**src/rtl/present_pkg.sv**
```systemverilog
// present_pkg: shared definitions for the PRESENT-80 cipher blocks.
//   - block/key widths and round count
//   - the 4-bit PRESENT S-box table and a lookup helper
//   - controller FSM state encoding
package present_pkg;

  localparam int PRESENT_BLOCK_W = 64;
  localparam int PRESENT_KEY_W   = 80;
  localparam int PRESENT_ROUNDS  = 31;

  // S(x) lives in nibble x (S(0)=C in bits [3:0], S(15)=2 in bits [63:60]).
  localparam logic [63:0] PRESENT_SBOX = 64'h2174_8FE3_DA09_B65C;

  typedef enum logic [1:0] {
    ST_IDLE = 2'd0,
    ST_RUN  = 2'd1,
    ST_OUT  = 2'd2
  } present_fsm_e;

  function automatic logic [3:0] sbox4(input logic [3:0] x);
    return PRESENT_SBOX[{x, 2'b00} +: 4];
  endfunction

endpackage

```
**src/rtl/present_enc_ctrl_if.sv**
```systemverilog
// present_enc_ctrl_if: request/response handshake bundle of the PRESENT
// encryption controller.
//   in_valid/in_ready       : request handshake (plaintext + key)
//   in_plaintext, in_key    : 64-bit block and 80-bit cipher key
//   out_valid/out_ready     : response handshake
//   out_ciphertext          : 64-bit result
// modport master: host side; modport slave: engine side.
interface present_enc_ctrl_if;
  import present_pkg::*;

  logic                       in_valid;
  logic                       in_ready;
  logic [PRESENT_BLOCK_W-1:0] in_plaintext;
  logic [PRESENT_KEY_W-1:0]   in_key;
  logic                       out_valid;
  logic                       out_ready;
  logic [PRESENT_BLOCK_W-1:0] out_ciphertext;

  modport master (
    output in_valid, in_plaintext, in_key, out_ready,
    input  in_ready, out_valid, out_ciphertext
  );

  modport slave (
    input  in_valid, in_plaintext, in_key, out_ready,
    output in_ready, out_valid, out_ciphertext
  );

endinterface

```
**src/rtl/present_enc_ctrl_key_update.sv**
```systemverilog
// present_key_update: one combinational step of the PRESENT-80 key schedule.
//   key      : current 80-bit key register
//   rc       : round counter of the round being applied
//   key_next : key register for the following round
// Step order: rotate left by 61, S-box on the top nibble, XOR the 5-bit
// round counter into bits [19:15].
module present_key_update
  import present_pkg::*;
#(
  parameter int CNT_W = 5
) (
  input  logic [PRESENT_KEY_W-1:0] key,
  input  logic [CNT_W-1:0]         rc,
  output logic [PRESENT_KEY_W-1:0] key_next
);

  logic [PRESENT_KEY_W-1:0] rot;
  logic [4:0]               rc5;

  // Rotating left by 61 equals rotating right by 19.
  assign rot = {key[18:0], key[79:19]};
  assign rc5 = 5'(rc);

  assign key_next = {sbox4(rot[79:76]), rot[75:20], rot[19:15] ^ rc5, rot[14:0]};

endmodule

```
**src/rtl/present_enc_ctrl.sv**
```systemverilog
// present_enc_ctrl: iterative PRESENT-80 encryption controller.
// One round (addRoundKey, S-box layer, P-layer) per clock over NUM_ROUNDS
// rounds with an on-the-fly key schedule, then a final key addition that is
// registered into out_ciphertext.
//   clk, rst  : clock (rising edge), asynchronous active-high reset
//   bus       : request/response handshakes (slave side)
//   busy      : high while running or holding a result
//   round_cnt : current round index (1..NUM_ROUNDS while running, 0 idle)
// CNT_W must satisfy 2**CNT_W > NUM_ROUNDS.
module present_enc_ctrl
  import present_pkg::*;
#(
  parameter int NUM_ROUNDS = PRESENT_ROUNDS,
  parameter int CNT_W      = 5
) (
  input  logic               clk,
  input  logic               rst,
  present_enc_ctrl_if.slave  bus,
  output logic               busy,
  output logic [CNT_W-1:0]   round_cnt
);

  localparam logic [1:0] IDLE = ST_IDLE;
  localparam logic [1:0] RUN  = ST_RUN;
  localparam logic [1:0] OUT  = ST_OUT;
  localparam logic [CNT_W-1:0] LAST_ROUND = CNT_W'(NUM_ROUNDS);

  logic [1:0]                 fsm_reg;
  logic [PRESENT_BLOCK_W-1:0] state_reg;
  logic [PRESENT_KEY_W-1:0]   key_reg;
  logic [CNT_W-1:0]           round_cnt_reg;
  logic [PRESENT_BLOCK_W-1:0] ct_reg;
  logic                       out_valid_reg;

  logic [PRESENT_BLOCK_W-1:0] ark;
  logic [PRESENT_BLOCK_W-1:0] sbox_out;
  logic [PRESENT_BLOCK_W-1:0] perm_out;
  logic [PRESENT_KEY_W-1:0]   key_next;
  logic                       in_ready_int;

  // Round datapath. The same XOR also forms the final whitening in OUT.
  assign ark = state_reg ^ key_reg[79:16];

  genvar gi;
  generate
    for (gi = 0; gi < 16; gi++) begin : g_sbox
      assign sbox_out[gi*4 +: 4] = sbox4(ark[gi*4 +: 4]);
    end
    // Bit i moves to 16*i mod 63; bit 63 stays in place.
    for (gi = 0; gi < 63; gi++) begin : g_perm
      assign perm_out[(16*gi) % 63] = sbox_out[gi];
    end
  endgenerate
  assign perm_out[63] = sbox_out[63];

  present_key_update #(
    .CNT_W (CNT_W)
  ) u_key_update (
    .key      (key_reg),
    .rc       (round_cnt_reg),
    .key_next (key_next)
  );

  // in_ready stays low while reset is held.
  assign in_ready_int = (fsm_reg == IDLE) && !rst;

  always_ff @(posedge clk or posedge rst) begin
    if (rst) begin
      fsm_reg       <= IDLE;
      state_reg     <= '0;
      key_reg       <= '0;
      round_cnt_reg <= '0;
      ct_reg        <= '0;
      out_valid_reg <= 1'b0;
    end else begin
      case (fsm_reg)
        IDLE: begin
          if (bus.in_valid && in_ready_int) begin
            state_reg     <= bus.in_plaintext;
            key_reg       <= bus.in_key;
            round_cnt_reg <= CNT_W'(1);
            fsm_reg       <= RUN;
          end
        end
        RUN: begin
          state_reg <= perm_out;
          key_reg   <= key_next;
          // Counter parks on the last round so it never exceeds NUM_ROUNDS.
          if (round_cnt_reg == LAST_ROUND) begin
            fsm_reg <= OUT;
          end else begin
            round_cnt_reg <= round_cnt_reg + CNT_W'(1);
          end
        end
        OUT: begin
          // First OUT cycle registers the whitened result; out_valid then
          // holds with stable data until the consumer takes it.
          if (!out_valid_reg) begin
            ct_reg        <= ark;
            out_valid_reg <= 1'b1;
          end else if (bus.out_ready) begin
            out_valid_reg <= 1'b0;
            round_cnt_reg <= '0;
            fsm_reg       <= IDLE;
          end
        end
        default: begin
          fsm_reg <= IDLE;
        end
      endcase
    end
  end

  assign bus.in_ready       = in_ready_int;
  assign bus.out_valid      = out_valid_reg;
  assign bus.out_ciphertext = ct_reg;
  assign busy               = (fsm_reg != IDLE);
  assign round_cnt          = round_cnt_reg;

endmodule

```
**src/flat_wrapper.sv**
```systemverilog
// flat-port wrapper written by rule: the top's interface ports become plain ports
module present_enc_ctrl_flat import present_pkg::*;
#(
  parameter int NUM_ROUNDS = PRESENT_ROUNDS,
  parameter int CNT_W      = 5
)
  (clk, rst, busy, round_cnt, bus_in_valid, bus_in_plaintext, bus_in_key, bus_out_ready, bus_in_ready, bus_out_valid, bus_out_ciphertext);
  present_enc_ctrl_if bus_i ();
  input  logic clk;
  input  logic rst;
  output logic busy;
  output logic [CNT_W-1:0] round_cnt;
  input wire logic [$bits(bus_i.in_valid)-1:0] bus_in_valid;
  input wire logic [$bits(bus_i.in_plaintext)-1:0] bus_in_plaintext;
  input wire logic [$bits(bus_i.in_key)-1:0] bus_in_key;
  input wire logic [$bits(bus_i.out_ready)-1:0] bus_out_ready;
  output wire logic [$bits(bus_i.in_ready)-1:0] bus_in_ready;
  output wire logic [$bits(bus_i.out_valid)-1:0] bus_out_valid;
  output wire logic [$bits(bus_i.out_ciphertext)-1:0] bus_out_ciphertext;
  assign bus_i.in_valid = bus_in_valid;
  assign bus_i.in_plaintext = bus_in_plaintext;
  assign bus_i.in_key = bus_in_key;
  assign bus_i.out_ready = bus_out_ready;
  assign bus_in_ready = bus_i.in_ready;
  assign bus_out_valid = bus_i.out_valid;
  assign bus_out_ciphertext = bus_i.out_ciphertext;
  present_enc_ctrl #(.NUM_ROUNDS(NUM_ROUNDS), .CNT_W(CNT_W)) u_core (.clk(clk), .rst(rst), .bus(bus_i), .busy(busy), .round_cnt(round_cnt));
endmodule
```
**config.mk**
```make
export PLATFORM = sky130hd
export DESIGN_NAME = present_enc_ctrl_flat
export DESIGN_NICKNAME = d
export VERILOG_FILES = /design/src/rtl/present_pkg.sv /design/src/rtl/present_enc_ctrl_if.sv /design/src/rtl/present_enc_ctrl_key_update.sv /design/src/rtl/present_enc_ctrl.sv /design/src/flat_wrapper.sv
export SDC_FILE = /design/constraint.sdc
export NUM_CORES = 1
export LEC_CHECK = 0
export ABC_AREA = 1
export CAP_MARGIN = 0
export CORE_MARGIN = 10
export CORE_UTILIZATION = 55
export CTS_BUF_LIST = sky130_fd_sc_hd__clkbuf_16
export CTS_CLUSTER_SIZE = 24
export DETAILED_ROUTE_END_ITERATION = 12
export PLACE_DENSITY_LB_ADDON = 0.3
export SLEW_MARGIN = 20
export SYNTH_ARGS = -nofsm -noshare
export SYNTH_HDL_FRONTEND = slang
export SYNTH_SLANG_ARGS = --single-unit
```
**constraint.sdc**
```tcl
create_clock -name clk -period 11.1 [get_ports clk]
set_input_delay 2.775 -clock clk [delete_from_list [all_inputs] [get_ports clk]]
set_output_delay 2.775 -clock clk [all_outputs]
set_load 0.01 [all_outputs]
```
==> results of run 1 <==
==> final timing paths <==
kind / endpoint / depth (start not counted) / slack (ns) / start
max: bus_in_ready / 3 / 4.35 / rst
min: u_core.bus.out_ciphertext[57] / 2 / 0.48 / u_core.bus.out_ciphertext[57]
max reg2reg: u_core.key_reg[54] / 8 / 7.68 / u_core.fsm_reg[1]
min reg2reg: u_core.bus.out_ciphertext[57] / 2 / 0.48 / u_core.bus.out_ciphertext[57]
max in group asynchronous: u_core.bus.out_ciphertext[47] / 3 / 6.93 / rst
min in group asynchronous: u_core.bus.out_valid / 2 / 2.71 / rst
==> critical path, cell delays in order <==
cell	delay, ns
clkdlybuf4s50_1	0.51
nor2_1	0.14
clkdlybuf4s50_1	0.55
==> layer usage <==
metal	wire length, um	vias to the layer above	global-route usage, %
met5	0	-	0
met4	2270	0	12.3
met3	3900	102	5.22
met2	20500	647	43.9
met1	19300	6536	37.7
li1	-	6712	-
==> power by group <==
part	internal, mW	switching (mW)
Sequential	1.19	0.396
Combinational	1.33	2.53
Clock	0.503	0.345
Total	3.02	3.27
==> placed cells by master, fill, tap and decap left out <==
master	synthesis	layout
a21o_1	1	1
a21oi_1	59	59
a31oi_1	43	43
buf_16	0	1
buf_4	7	8
bufinv_16	0	4
clkbuf_16	0	25
clkdlybuf4s50_1	0	219
clkinv_1	0	3
clkinv_2	0	9
clkinv_4	0	1
clkinvlp_4	0	2
dfrtp_1	216	216
ha_1	92	91
ha_4	0	1
inv_1	168	166
inv_2	2	2
inv_6	0	1
inv_8	0	1
nand2_1	804	804
nand2_2	3	2
nand2_4	0	1
nand3_1	165	165
nand3b_1	13	13
nor2_1	172	172
nor2_2	1	1
nor3b_1	1	1
o211ai_1	39	39
o21ai_0	113	113
or2_2	1	1
xnor2_1	16	16
xor2_1	17	17
==> final cells by class <==
cell class / count / area [sq um]
Fill cell: 2140 / 8020
Clock buffer: 25 / 626
Clock inverter: 19 / 203
Tap cell: 330 / 413
Multi-Input combinational cell: 1540 / 7510
Sequential cell: 216 / 5410
Timing Repair Buffer: 228 / 2280
Inverter: 170 / 648
==> cell families after synthesis <==
family | Yosys count | synth area share [%]
simple gates | 1160 | 33.1
fa+ha+maj | 92 | 8.24
flops | 216 | 38.7
compound gates | 255 | 10.2
xor+xnor | 33 | 2.07
buf+inv | 250 | 7.62
==> stage by stage <==
step	instances	hold WS (ns)	area (sq um)
6_report	2528	0.479	17100
5_1_grt	2528	0.499	17100
4_1_cts	2527	0.487	17100
3_5_place_dp	2483	0.472	16200
3_3_place_gp	2483	0.464	16200
2_1_floorplan	2006	0.470	14000
==> metrics, run 1 <==
outcome complete, no violations; TritonCTS clock tree built; die width 179 um; Clock Skew 0.0180 ns; GR Overflow Total 0; Clk Tree Root Cell clkbuf_16; setup TNS 0 ns; layout cells sized above 1 2.73%; Pwr Density 368 nW/um^2; # setup viols final 0; Synth Net Count 2246; ANT cells 0; RSZ-0062 raised after global routing no; DRT Pass-1 Iters 5; largest net degree at the start of global routing 144; Core Rows 58; antenna-violating nets left 0; synth-to-layout area growth 22.4%; min Tclk post-route 6.75 ns; Top Ports 220; fraction of synthesis flops using an asynchronous set or reset pin 100%; Reg clk slew, reported paths 0.06 ns; cts-stage hold buffer count 0; vias in the first global route 13200; DRC violations left 0; Worst-Skew Late Latency 0.53 ns; Die Span Y 179 um; Synth top cells by count 804 x nand2_1, 216 x dfrtp_1, 172 x nor2_1, 168 x inv_1, 165 x nand3_1; clk buf depth 3; syn avg cell area 6.96 sq um; Die Area 32200 sq um; CTS HTree Levels 1; Top FF cell, synth dfrtp_1; Overall Global Routing Usage 28.2%; wire length per cell 18.2 um; Initial Utilization 55.6%; WL final 46000 um; Slew headroom 31.3%; Yosys cell types 24; Seq/Total Area, Yosys 38.7%; Worst Path Required 8.33 ns; fin nets 2421; Setup crit end kind output pin; post-layout util 68.1%; number of flops mapped to enable cells by yosys 0; VDD IR-drop max 180 uV; count leader, synth nand2_1; Syn Inst Count 2006; PortBufs 219; clock tree sinks 216; WP data arrival 3.97 ns; Final Max Slew Viols 0; DR iter-0 viols 1719; Yosys top cell by area dfrtp_1; dominant cells by area after synthesis dfrtp_1 39%, nand2_1 22%, ha_1 8.2%; CTS Buf Count 25; first-pass GRT wire length 72100 um; Pleak 8.63 nW; core area 25100 sq um; Final period util 60.8%; post-CTS setup buffers 0; Yosys reg bits 216; DP HPWL 34400 um; max reg flops 80; Vias/cell 5.54; cts repair resizes 0; Final Worst Setup Slack 4.35 ns; FMAX 0.148 GHz; Place WS 4.35 ns; critical path class in2out; Pwr Total 6.29 mW; CP Max Fanout 2; Post-Synthesis Cell Area 14000 sq um; HP Class reg2reg; initial antenna violation count 0; final hold vios 0; Max-Cap Viols 0; total number of yosys warnings 0; critical path launch point type primary input; worst-margin pin slew 1.03 ns; top-area cell type share of the netlist area 38.7%; total number of vias 14000; routability cong. 0.982
Power figures use the tool's default switching activity.
==> run 2, diff against run 1 <==
Settings changed: CORE_UTILIZATION 55 to 50.
Clock period 11.1 ns to 5.9 ns, I/O delays scaled along.
==> run 2 against run 1 <==
Critical path depth stayed put. Sequential cell count stayed put. Via count is 0.99% lower. Non-clock buffer count is 1 higher. Register-to-register slack worse by 4.7 ns. Critical path type unchanged.
==> metrics, run 2 (same netlist as run 1, synthesis figures left out) <==
cts-stage hold buffer count 0 (unchanged); clk buf depth 3 (unchanged); VDD IR-drop max 287 uV (+59%); HP Class reg2reg; Worst-Skew Late Latency 0.53 ns (about the same); clock tree sinks 216 (unchanged); Die Area 35000 sq um (+8.9%); RSZ-0062 raised after global routing no; Pleak 8.59 nW (-0.52%); die width 187 um (+4.3%); vias in the first global route 13300 (+0.86%); largest net degree at the start of global routing 168 (+17%); ANT cells 0 (unchanged); commonest non-fill, non-tap cells in the layout 804 x nand2_1, 219 x clkdlybuf4s50_1, 216 x dfrtp_1; Die Span Y 187 um (+4.3%); antenna-violating nets left 0 (unchanged); DRC violations left 0 (unchanged); Core Rows 61 (+5.2%); max reg flops 80 (unchanged); DRT Pass-1 Iters 6 (+1); setup TNS 0 ns (unchanged); WP data arrival 2.60 ns (-1.37 ns); Vias/cell 5.39 (-2.7%); Clock Skew 0.0152 ns (-0.00271 ns); Final period util 69.1%; core area 27700 sq um (+10%); Overall Global Routing Usage 25.5% (-2.7 points); Max-Cap Viols 0 (unchanged); TritonCTS clock tree built; Initial Utilization 50.4% (-5.2 points); Place WS 1.82 ns (-2.52 ns); Slew headroom 33.7% (+2.4 points); cts repair resizes 0 (unchanged); DP HPWL 34000 um (-1.0%); WL final 45500 um (-1.1%); total number of vias 13900 (-0.99%); Final Worst Setup Slack 1.82 ns (-2.53 ns); CP Max Fanout 2 (unchanged); first-pass GRT wire length 72500 um (+0.51%); worst-margin pin slew 0.994 ns (-0.0360 ns); DR iter-0 viols 1192 (-31%); hold_ws 0.482 ns (+0.00298 ns); outcome complete, no violations; Final Max Slew Viols 0 (unchanged); PortBufs 219 (unchanged); FMAX 0.245 GHz; GR Overflow Total 0 (unchanged); Worst Path Required 4.43 ns (-3.90 ns); CTS Buf Count 24 (-4.0%); synth-to-layout area growth 22.0%; Top Ports 220 (unchanged); Pwr Density 681 nW/um^2 (+85%); fin nets 2421 (unchanged); post-CTS setup buffers 0 (unchanged); final hold vios 0 (unchanged); wire length per cell 17.7 um (-2.9%); Reg clk slew, reported paths 0.06 ns (about the same); commonest non-fill, non-tap cell in the layout nand2_1; critical path class in2out; # setup viols final 0 (unchanged); CTS HTree Levels 1 (unchanged); initial antenna violation count 0 (unchanged); Clk Tree Root Cell clkbuf_16; min Tclk post-route 4.08 ns; Setup crit end kind output pin; layout cells sized above 1 2.32% (-0.41 points); post-layout util 61.5% (-6.6 points); critical path launch point type primary input; routability cong. 0.969 (-1.3%)
==> run 2: where the power goes <==
part	internal [mW]	switching [mW]
clock network	0.802	0.629
logic	2.50	4.69
registers	2.24	0.730
total	5.54	6.05
==> run 2: per-stage QoR <==
| step | std cells | instance area (sq um) | total power [mW] |
|---|---|---|---|
| final | 2573 | 17000 | 11.6 |
| after global routing | 2573 | 17000 | 12.8 |
| after CTS | 2573 | 17000 | 11.5 |
| after detailed placement | 2533 | 16300 | 10.1 |
| after global placement | 2533 | 16300 | 9.82 |
| after floorplan | 2006 | 14000 | 7.89 |
==> run 2: layer usage <==
layer | wire length [um] | GRT usage [%] | vias to the layer above | share of wire (%)
met5 | 0 | 0 | - | 0
met4 | 1660 | 9.21 | 0 | 3.6
met3 | 3930 | 6.43 | 82 | 8.6
met2 | 20500 | 40.3 | 534 | 45
met1 | 19400 | 33.1 | 6532 | 43
li1 | - | - | 6711 | -
==> run 2: cell type report <==
class	instances	area, sq um
well taps	378	473
flip-flops and latches	216	5410
clock buffers	25	626
inverters	170	644
repair buffers	229	2280
clock inverters	15	91.3
fillers	2549	10700
multi-input cells	1540	7510
==> run 2: final timing paths <==
path                                          startpoint                            end  slack (ns)  cells past startpoint
max in group asynchronous                            rst           u_core.state_reg[37]        2.98                      4
max                                                  rst                   bus_in_ready        1.82                      3
max reg2reg                            u_core.fsm_reg[1]             u_core.key_reg[22]        3.03                      7
min                        u_core.bus.out_ciphertext[38]  u_core.bus.out_ciphertext[38]        0.48                      2
min reg2reg                u_core.bus.out_ciphertext[38]  u_core.bus.out_ciphertext[38]        0.48                      2
min in group asynchronous                            rst           u_core.bus.out_valid        1.55                      3
==> run 2: worst max-delay path, cell delays in order <==
cell             delay [ns]
clkdlybuf4s50_1        0.46
nor2_1                 0.12
clkdlybuf4s50_1        0.54
